<file path="config.mk">
export PLATFORM = sky130hd
export DESIGN_NAME = dna_kmer_rolling_hash
export DESIGN_NICKNAME = d
export VERILOG_FILES = /design/src/rtl/dna_kmer_rolling_hash_pkg.sv /design/src/rtl/dna_kmer_rolling_hash_encoder.sv /design/src/rtl/dna_kmer_rolling_hash.sv
export SDC_FILE = /design/constraint.sdc
export NUM_CORES = 1
export LEC_CHECK = 0
export ABC_AREA = 1
export BUFFER_PORTS_ARGS = -buffer_cell sky130_fd_sc_hd__buf_2
export CORE_MARGIN = 3
export CORE_UTILIZATION = 30
export CTS_BUF_LIST = sky130_fd_sc_hd__clkbuf_4 sky130_fd_sc_hd__clkbuf_8
export CTS_CLUSTER_SIZE = 12
export DETAILED_ROUTE_END_ITERATION = 7
export GPL_ROUTABILITY_DRIVEN = 0
export PLACE_DENSITY = 0.47
export SETUP_SLACK_MARGIN = 0.3
export SLEW_MARGIN = 20
export SYNTH_ARGS = -nofsm -noshare
export SYNTH_HDL_FRONTEND = slang
export SYNTH_SLANG_ARGS = --single-unit
export TNS_END_PERCENT = 10
</file>
<file path="constraint.sdc">
create_clock -name clk -period 2.9 [get_ports clk]
set_input_delay 0.725 -clock clk [delete_from_list [all_inputs] [get_ports clk]]
set_output_delay 0.725 -clock clk [all_outputs]
set_load 0.005 [all_outputs]
</file>
<file path="src/rtl/dna_kmer_rolling_hash_pkg.sv">
// Shared DNA stream definitions: 2-bit base codes, ASCII letters, hasher state.
package dna_hash_pkg;

    typedef logic [1:0] base_code_t;

    localparam base_code_t CODE_A = 2'd0;
    localparam base_code_t CODE_T = 2'd1;
    localparam base_code_t CODE_C = 2'd2;
    localparam base_code_t CODE_G = 2'd3;

    localparam logic [7:0] ASCII_A_UP = 8'h41;
    localparam logic [7:0] ASCII_T_UP = 8'h54;
    localparam logic [7:0] ASCII_C_UP = 8'h43;
    localparam logic [7:0] ASCII_G_UP = 8'h47;
    localparam logic [7:0] ASCII_A_LO = 8'h61;
    localparam logic [7:0] ASCII_T_LO = 8'h74;
    localparam logic [7:0] ASCII_C_LO = 8'h63;
    localparam logic [7:0] ASCII_G_LO = 8'h67;

    // FILL: fewer than K consecutive valid bases held; FULL: window complete.
    typedef enum logic {
        ST_FILL = 1'b0,
        ST_FULL = 1'b1
    } state_t;

    // With A=0,T=1,C=2,G=3 the Watson-Crick partner differs only in bit 0.
    function automatic base_code_t complement_code(input base_code_t code);
        return code ^ 2'b01;
    endfunction

endpackage

</file>
<file path="src/rtl/dna_kmer_rolling_hash_encoder.sv">
// ASCII base to 2-bit code; anything that is not A/C/G/T (either case) is invalid.
module dna_base_encoder
    import dna_hash_pkg::*;
(
    input  logic [7:0] char_in,
    output logic       is_valid,
    output base_code_t code
);

    // Case-insensitive letter decode; N and all other bytes flag invalid.
    always_comb begin
        is_valid = 1'b1;
        code     = CODE_A;
        case (char_in)
            ASCII_A_UP, ASCII_A_LO: code = CODE_A;
            ASCII_T_UP, ASCII_T_LO: code = CODE_T;
            ASCII_C_UP, ASCII_C_LO: code = CODE_C;
            ASCII_G_UP, ASCII_G_LO: code = CODE_G;
            default:                is_valid = 1'b0;
        endcase
    end

endmodule

</file>
<file path="src/rtl/dna_kmer_rolling_hash.sv">
// Streaming rolling k-mer hasher: sliding forward / reverse-complement windows,
// fill tracking across invalid bases, and a single registered output slot.
//
// Handshake: a beat transfers on either interface exactly when valid and ready
// are both high at a rising clk edge; valid never depends on ready, and the
// output holds hash_out/hash_pos stable while hash_valid && !hash_ready.
module dna_kmer_rolling_hash
    import dna_hash_pkg::*;
#(
    parameter  int K         = 4,
    parameter  int CANONICAL = 0,
    parameter  int POS_W     = 32,
    localparam int HASH_W    = 2 * K
) (
    input  logic              clk,
    input  logic              rst,
    input  logic              char_valid,
    output logic              char_ready,
    input  logic [7:0]        char_in,
    input  logic              flush,
    output logic              hash_valid,
    input  logic              hash_ready,
    output logic [HASH_W-1:0] hash_out,
    output logic [POS_W-1:0]  hash_pos
);

    localparam logic [4:0] K_FILL = 5'(K);

    logic                  accept;
    logic                  enc_valid;
    base_code_t            enc_code;

    state_t                state_q, state_d, state_base;
    logic [4:0]            fill_q, fill_d, fill_base, fill_inc;
    logic [HASH_W-1:0]     fwd_q, fwd_d, fwd_base, fwd_new;
    logic [HASH_W-1:0]     rc_q, rc_d, rc_base, rc_new;
    logic [POS_W-1:0]      pos_q, pos_d, pos_base;
    logic [HASH_W+1:0]     fwd_ext;
    logic                  emit;
    logic [HASH_W-1:0]     hash_sel;

    // The output slot frees either because it is empty or because it drains now.
    assign char_ready = !hash_valid || hash_ready;
    assign accept     = char_valid && char_ready;

    dna_base_encoder u_encoder (
        .char_in  (char_in),
        .is_valid (enc_valid),
        .code     (enc_code)
    );

    // Flush takes effect before the accepted base, so build the "base" view of
    // every register first, then apply the base on top of it.
    always_comb begin
        state_base = flush ? ST_FILL : state_q;
        fill_base  = flush ? 5'd0 : fill_q;
        fwd_base   = flush ? '0 : fwd_q;
        rc_base    = flush ? '0 : rc_q;
        pos_base   = flush ? '0 : pos_q;

        fill_inc   = fill_base + 5'd1;
        fwd_ext    = {fwd_base, enc_code};
        fwd_new    = fwd_ext[HASH_W-1:0];
        rc_new     = (rc_base >> 2) | (HASH_W'(complement_code(enc_code)) << (HASH_W - 2));

        fill_d     = fill_base;
        fwd_d      = fwd_base;
        rc_d       = rc_base;
        pos_d      = pos_base;
        if (accept) begin
            pos_d = pos_base + POS_W'(1);
            if (enc_valid) begin
                fwd_d  = fwd_new;
                rc_d   = rc_new;
                fill_d = (fill_base == K_FILL) ? K_FILL : fill_inc;
            end else begin
                fill_d = 5'd0;
            end
        end
    end

    // FSM next state: a valid base completing the window enters FULL, an invalid one drops to FILL.
    always_comb begin
        state_d = state_base;
        case (state_base)
            ST_FILL: begin
                if (accept && enc_valid && fill_inc == K_FILL) state_d = ST_FULL;
            end
            ST_FULL: begin
                if (accept && !enc_valid) state_d = ST_FILL;
            end
            default: state_d = ST_FILL;
        endcase
    end

    // FSM outputs: emit on every valid base that leaves the window complete.
    always_comb begin
        emit = 1'b0;
        case (state_base)
            ST_FILL: emit = accept && enc_valid && (fill_inc == K_FILL);
            ST_FULL: emit = accept && enc_valid;
            default: emit = 1'b0;
        endcase
        hash_sel = fwd_new;
        if (CANONICAL != 0 && rc_new < fwd_new) hash_sel = rc_new;
    end

    // FSM state register.
    always_ff @(posedge clk) begin
        if (rst) state_q <= ST_FILL;
        else     state_q <= state_d;
    end

    // Window, fill and position registers.
    always_ff @(posedge clk) begin
        if (rst) begin
            fill_q <= 5'd0;
            fwd_q  <= '0;
            rc_q   <= '0;
            pos_q  <= '0;
        end else begin
            fill_q <= fill_d;
            fwd_q  <= fwd_d;
            rc_q   <= rc_d;
            pos_q  <= pos_d;
        end
    end

    // Output slot: load on emit, drain on hash_ready, otherwise hold.
    always_ff @(posedge clk) begin
        if (rst) begin
            hash_valid <= 1'b0;
            hash_out   <= '0;
            hash_pos   <= '0;
        end else if (emit) begin
            hash_valid <= 1'b1;
            hash_out   <= hash_sel;
            hash_pos   <= pos_base;
        end else if (hash_ready) begin
            hash_valid <= 1'b0;
        end
    end

endmodule

</file>
==> reports/results.ini <==
[cts]
ctsResizeCount=0
clkLatencyLatePin_ps=350
ctsRootBufferMaster=clkbuf_8
cts_buffers=9
clockBufferDepth=2
cts_sinks=85
path_clk_slew_ps=90
cts_tree=done
cts_setup_buffers=0
htreeDepth=3
cts_hold_buf=0

[layout]
antennaDiodeCount=0
fillers=1543
seqCellArea_um2=1700
stdcell_count=907
multiInputGateArea_um2=2250
drive_above_1_share=0.154
syn_to_final_growth_pct=15.1
nNetsFinal=738

[drt]
remaining_drc_errors=0
drtPass1Iterations=4
wl_per_cell_um=13.3
drtIter0Drc=266
ant_nets=0
routed-via-count=4288
finalWirelength_um=12100
vias_per_cell=4.73

[critical_path]
r2r_slack_ps=860
crit_path_frequent_cell=nand2_1
start_kind=input port
cp_data_required_time_ps=3190
critical_path.top_delay_family=simple AND/OR/NAND/NOR gates
crit_fanout=26
critical-path-slowest-cell=nand2_4
worstSetupEndpointType=register
worst_r2r_endpoint=hash_out[3]
worstPathArrival_ps=2630
worst-path-stages=14
cp_num_buf_inv=3
path_class=input port to register
path_cells=buf_2 -> inv_6 -> nand2_1 -> inv_1 -> ha_1 -> o21bai_1 -> nand2_1 -> nor2_1 -> nand3_1 -> nand2_4 -> nand2_4 -> nand2_1 -> nand2_1 -> nor2_1
slowest_delay_ps=270
crit_end=hash_out[3]
cp-startpoint=flush
rr_startpoint=fill_q[0]
r2r_cells=12

[grt]
overflow=0
grt_use_total=0.153
antenna_found_initial=0
grt_pass1_vias=4188
grt_pass1_wl_um=20100
grt_max_degree=70

[yosys]
ys_ff_latch=85
syn_nets=696
synth_xor_area_frac=0
synthFlopType=dfxtp_1
synth_compound_area_frac=0.0980
yosys-top-cells-count=nand2_1, nor2_1, dfxtp_1
netlist_instances=681
syn_area_um2=4420
synthAdderAreaFrac=0.00567
synth_top_family_by_area=simple AND/OR/NAND/NOR gates
synth_edf_count=0
yosysMostFrequentCell=nand2_1
yosysUniqueCellTypes=32
synth.largest_area_cell=dfxtp_1
synth_top_area_frac=0.385
synthArstFlopShare=0
synth-seq-area-share=0.385
synth.mux.area_fraction=0
syn_avg_cell_area_um2=6.48
synth_area_leaders=dfxtp_1, nand2_1, nor2_1
ys_warn_count=0
synthSimpleGateAreaFrac=0.404

[floorplan]
die_w_um=127
boundaryPins=55
core.rowCount=43
die_y_um=127
die_area_um2=16200
initial_core_util=0.312
core-area_um2=14100

[hold_path]
hp-class=register to register

[timing]
fin_skew_ps=12.2
fmax_mhz=428
worst_pin_slew_ps=747
maxSlewHeadroom=0.502
slew_violations=0
fin_ws_ps=561
rsz0062_at_grt=false
final-setup-viol-count=0
period_needed_ps=2340
setup-tns-final_ps=0
fin_crit_sh=0.807
hold_violations=0

[pwr]
p_per_area_nw_per_um2=451
totalPowerFinal_mw=2.29
ir_worst_vdd_mv=0.206
p_leak_nw=2.24

[placement]
dp_slack_ps=181
hpwl_um=8530
dp.cells=892
port_buffers=53

[flow_run]
maxCapViolCount=0

[outcome]
outcome=complete, no violations

cell families (layout without fill, tap and decap cells):
group                    count (synthesis)  after routing
AO/OA/AOI/OAI                           84             84
adder cells (fa/ha/maj)                  2              2
buffers and inverters                  105            151
flip-flops                              85             85
AND/OR/NAND/NOR                        405            405
per-stage QoR:
| stage | utilization | instance area [um^2] | hold WS [ps] |
|---|---|---|---|
| 4_1_cts | 0.359 | 5080 | 492 |
| 2_1_floorplan | - | 4420 | 450 |
| 3_3_place_gp | 0.342 | 4840 | 457 |
| 6_report | 0.359 | 5080 | 488 |
| 5_1_grt | 0.359 | 5080 | 503 |
| 3_5_place_dp | 0.342 | 4840 | 469 |
worst register-to-register path, cell delays in order (launching register included):
cell and delay (ps):
dfxtp_1 330, inv_1 60, nor2_1 120, ha_1 220, o21bai_1 120, nand2_1 90
nor2_1 90, nand3_1 120, nand2_4 270, nand2_4 250, nand2_1 110, nand2_1 50
nor2_1 120
how the worst min path moves through the flow:
stage,endpoint,depth (start not counted),start,slack (ps)
6_report,hash_pos[2],2,hash_pos[2],490
5_1_grt,fwd_q[0],2,fwd_q[0],500
4_1_cts,hash_pos[2],2,hash_pos[2],490
3_5_place_dp,hash_pos[2],2,hash_pos[2],470
3_3_place_gp,hash_pos[26],2,hash_pos[26],460
2_1_floorplan,fwd_q[4],2,fwd_q[4],450
cell type report:
| cell class | instances | share of cell area |
|---|---|---|
| clock buffer | 9 | 0.0244 |
| clock inverter | 6 | 0.0222 |
| inverter | 73 | 0.0549 |
| multi-input combinational | 491 | 0.443 |
| sequential | 85 | 0.335 |
| tap | 180 | 0.0443 |
| timing repair buffer | 63 | 0.0768 |
registers in the layout, indices dropped and copies added (netlist names):
name,flops
fwd_q,6
state_q,1
hash_valid,1
hash_out,8
fill_q,5
hash_pos,32
pos_q,32
power breakdown:
part	leakage [nW]	internal, mW	switching [mW]
registers	0.685	1.17	0.00116
logic	1.43	0.0286	0.0708
clock network	0.119	0.570	0.454
total	2.24	1.77	0.526
layer usage:
metal / vias to the layer above / track usage / part of all wire
met4: 0 / 0.0498 / 0.021
met5: - / 0 / 0
li1: 2265 / - / -
met1: 1936 / 0.194 / 0.46
met2: 68 / 0.260 / 0.47
met3: 19 / 0.0305 / 0.041
cells in the final DEF (no fill, tap or decap), types with 2 or more instances in the layout:
master	count
clkbuf_8	9
nand3b_1	4
bufinv_16	3
o21ai_1	4
nand3_2	4
nand4_1	12
inv_2	10
o21ai_0	16
a21oi_1	59
nand2_4	2
nand3_1	77
nand2_1	159
nor2_1	118
o21a_1	4
clkinv_4	2
nor3_1	9
nor2_2	11
buf_12	4
nand4_2	2
ha_1	2
inv_1	61
buf_4	6
buf_2	53
dfxtp_1	85
nor2_4	2
No activity file was read; power rests on OpenSTA's default activity.
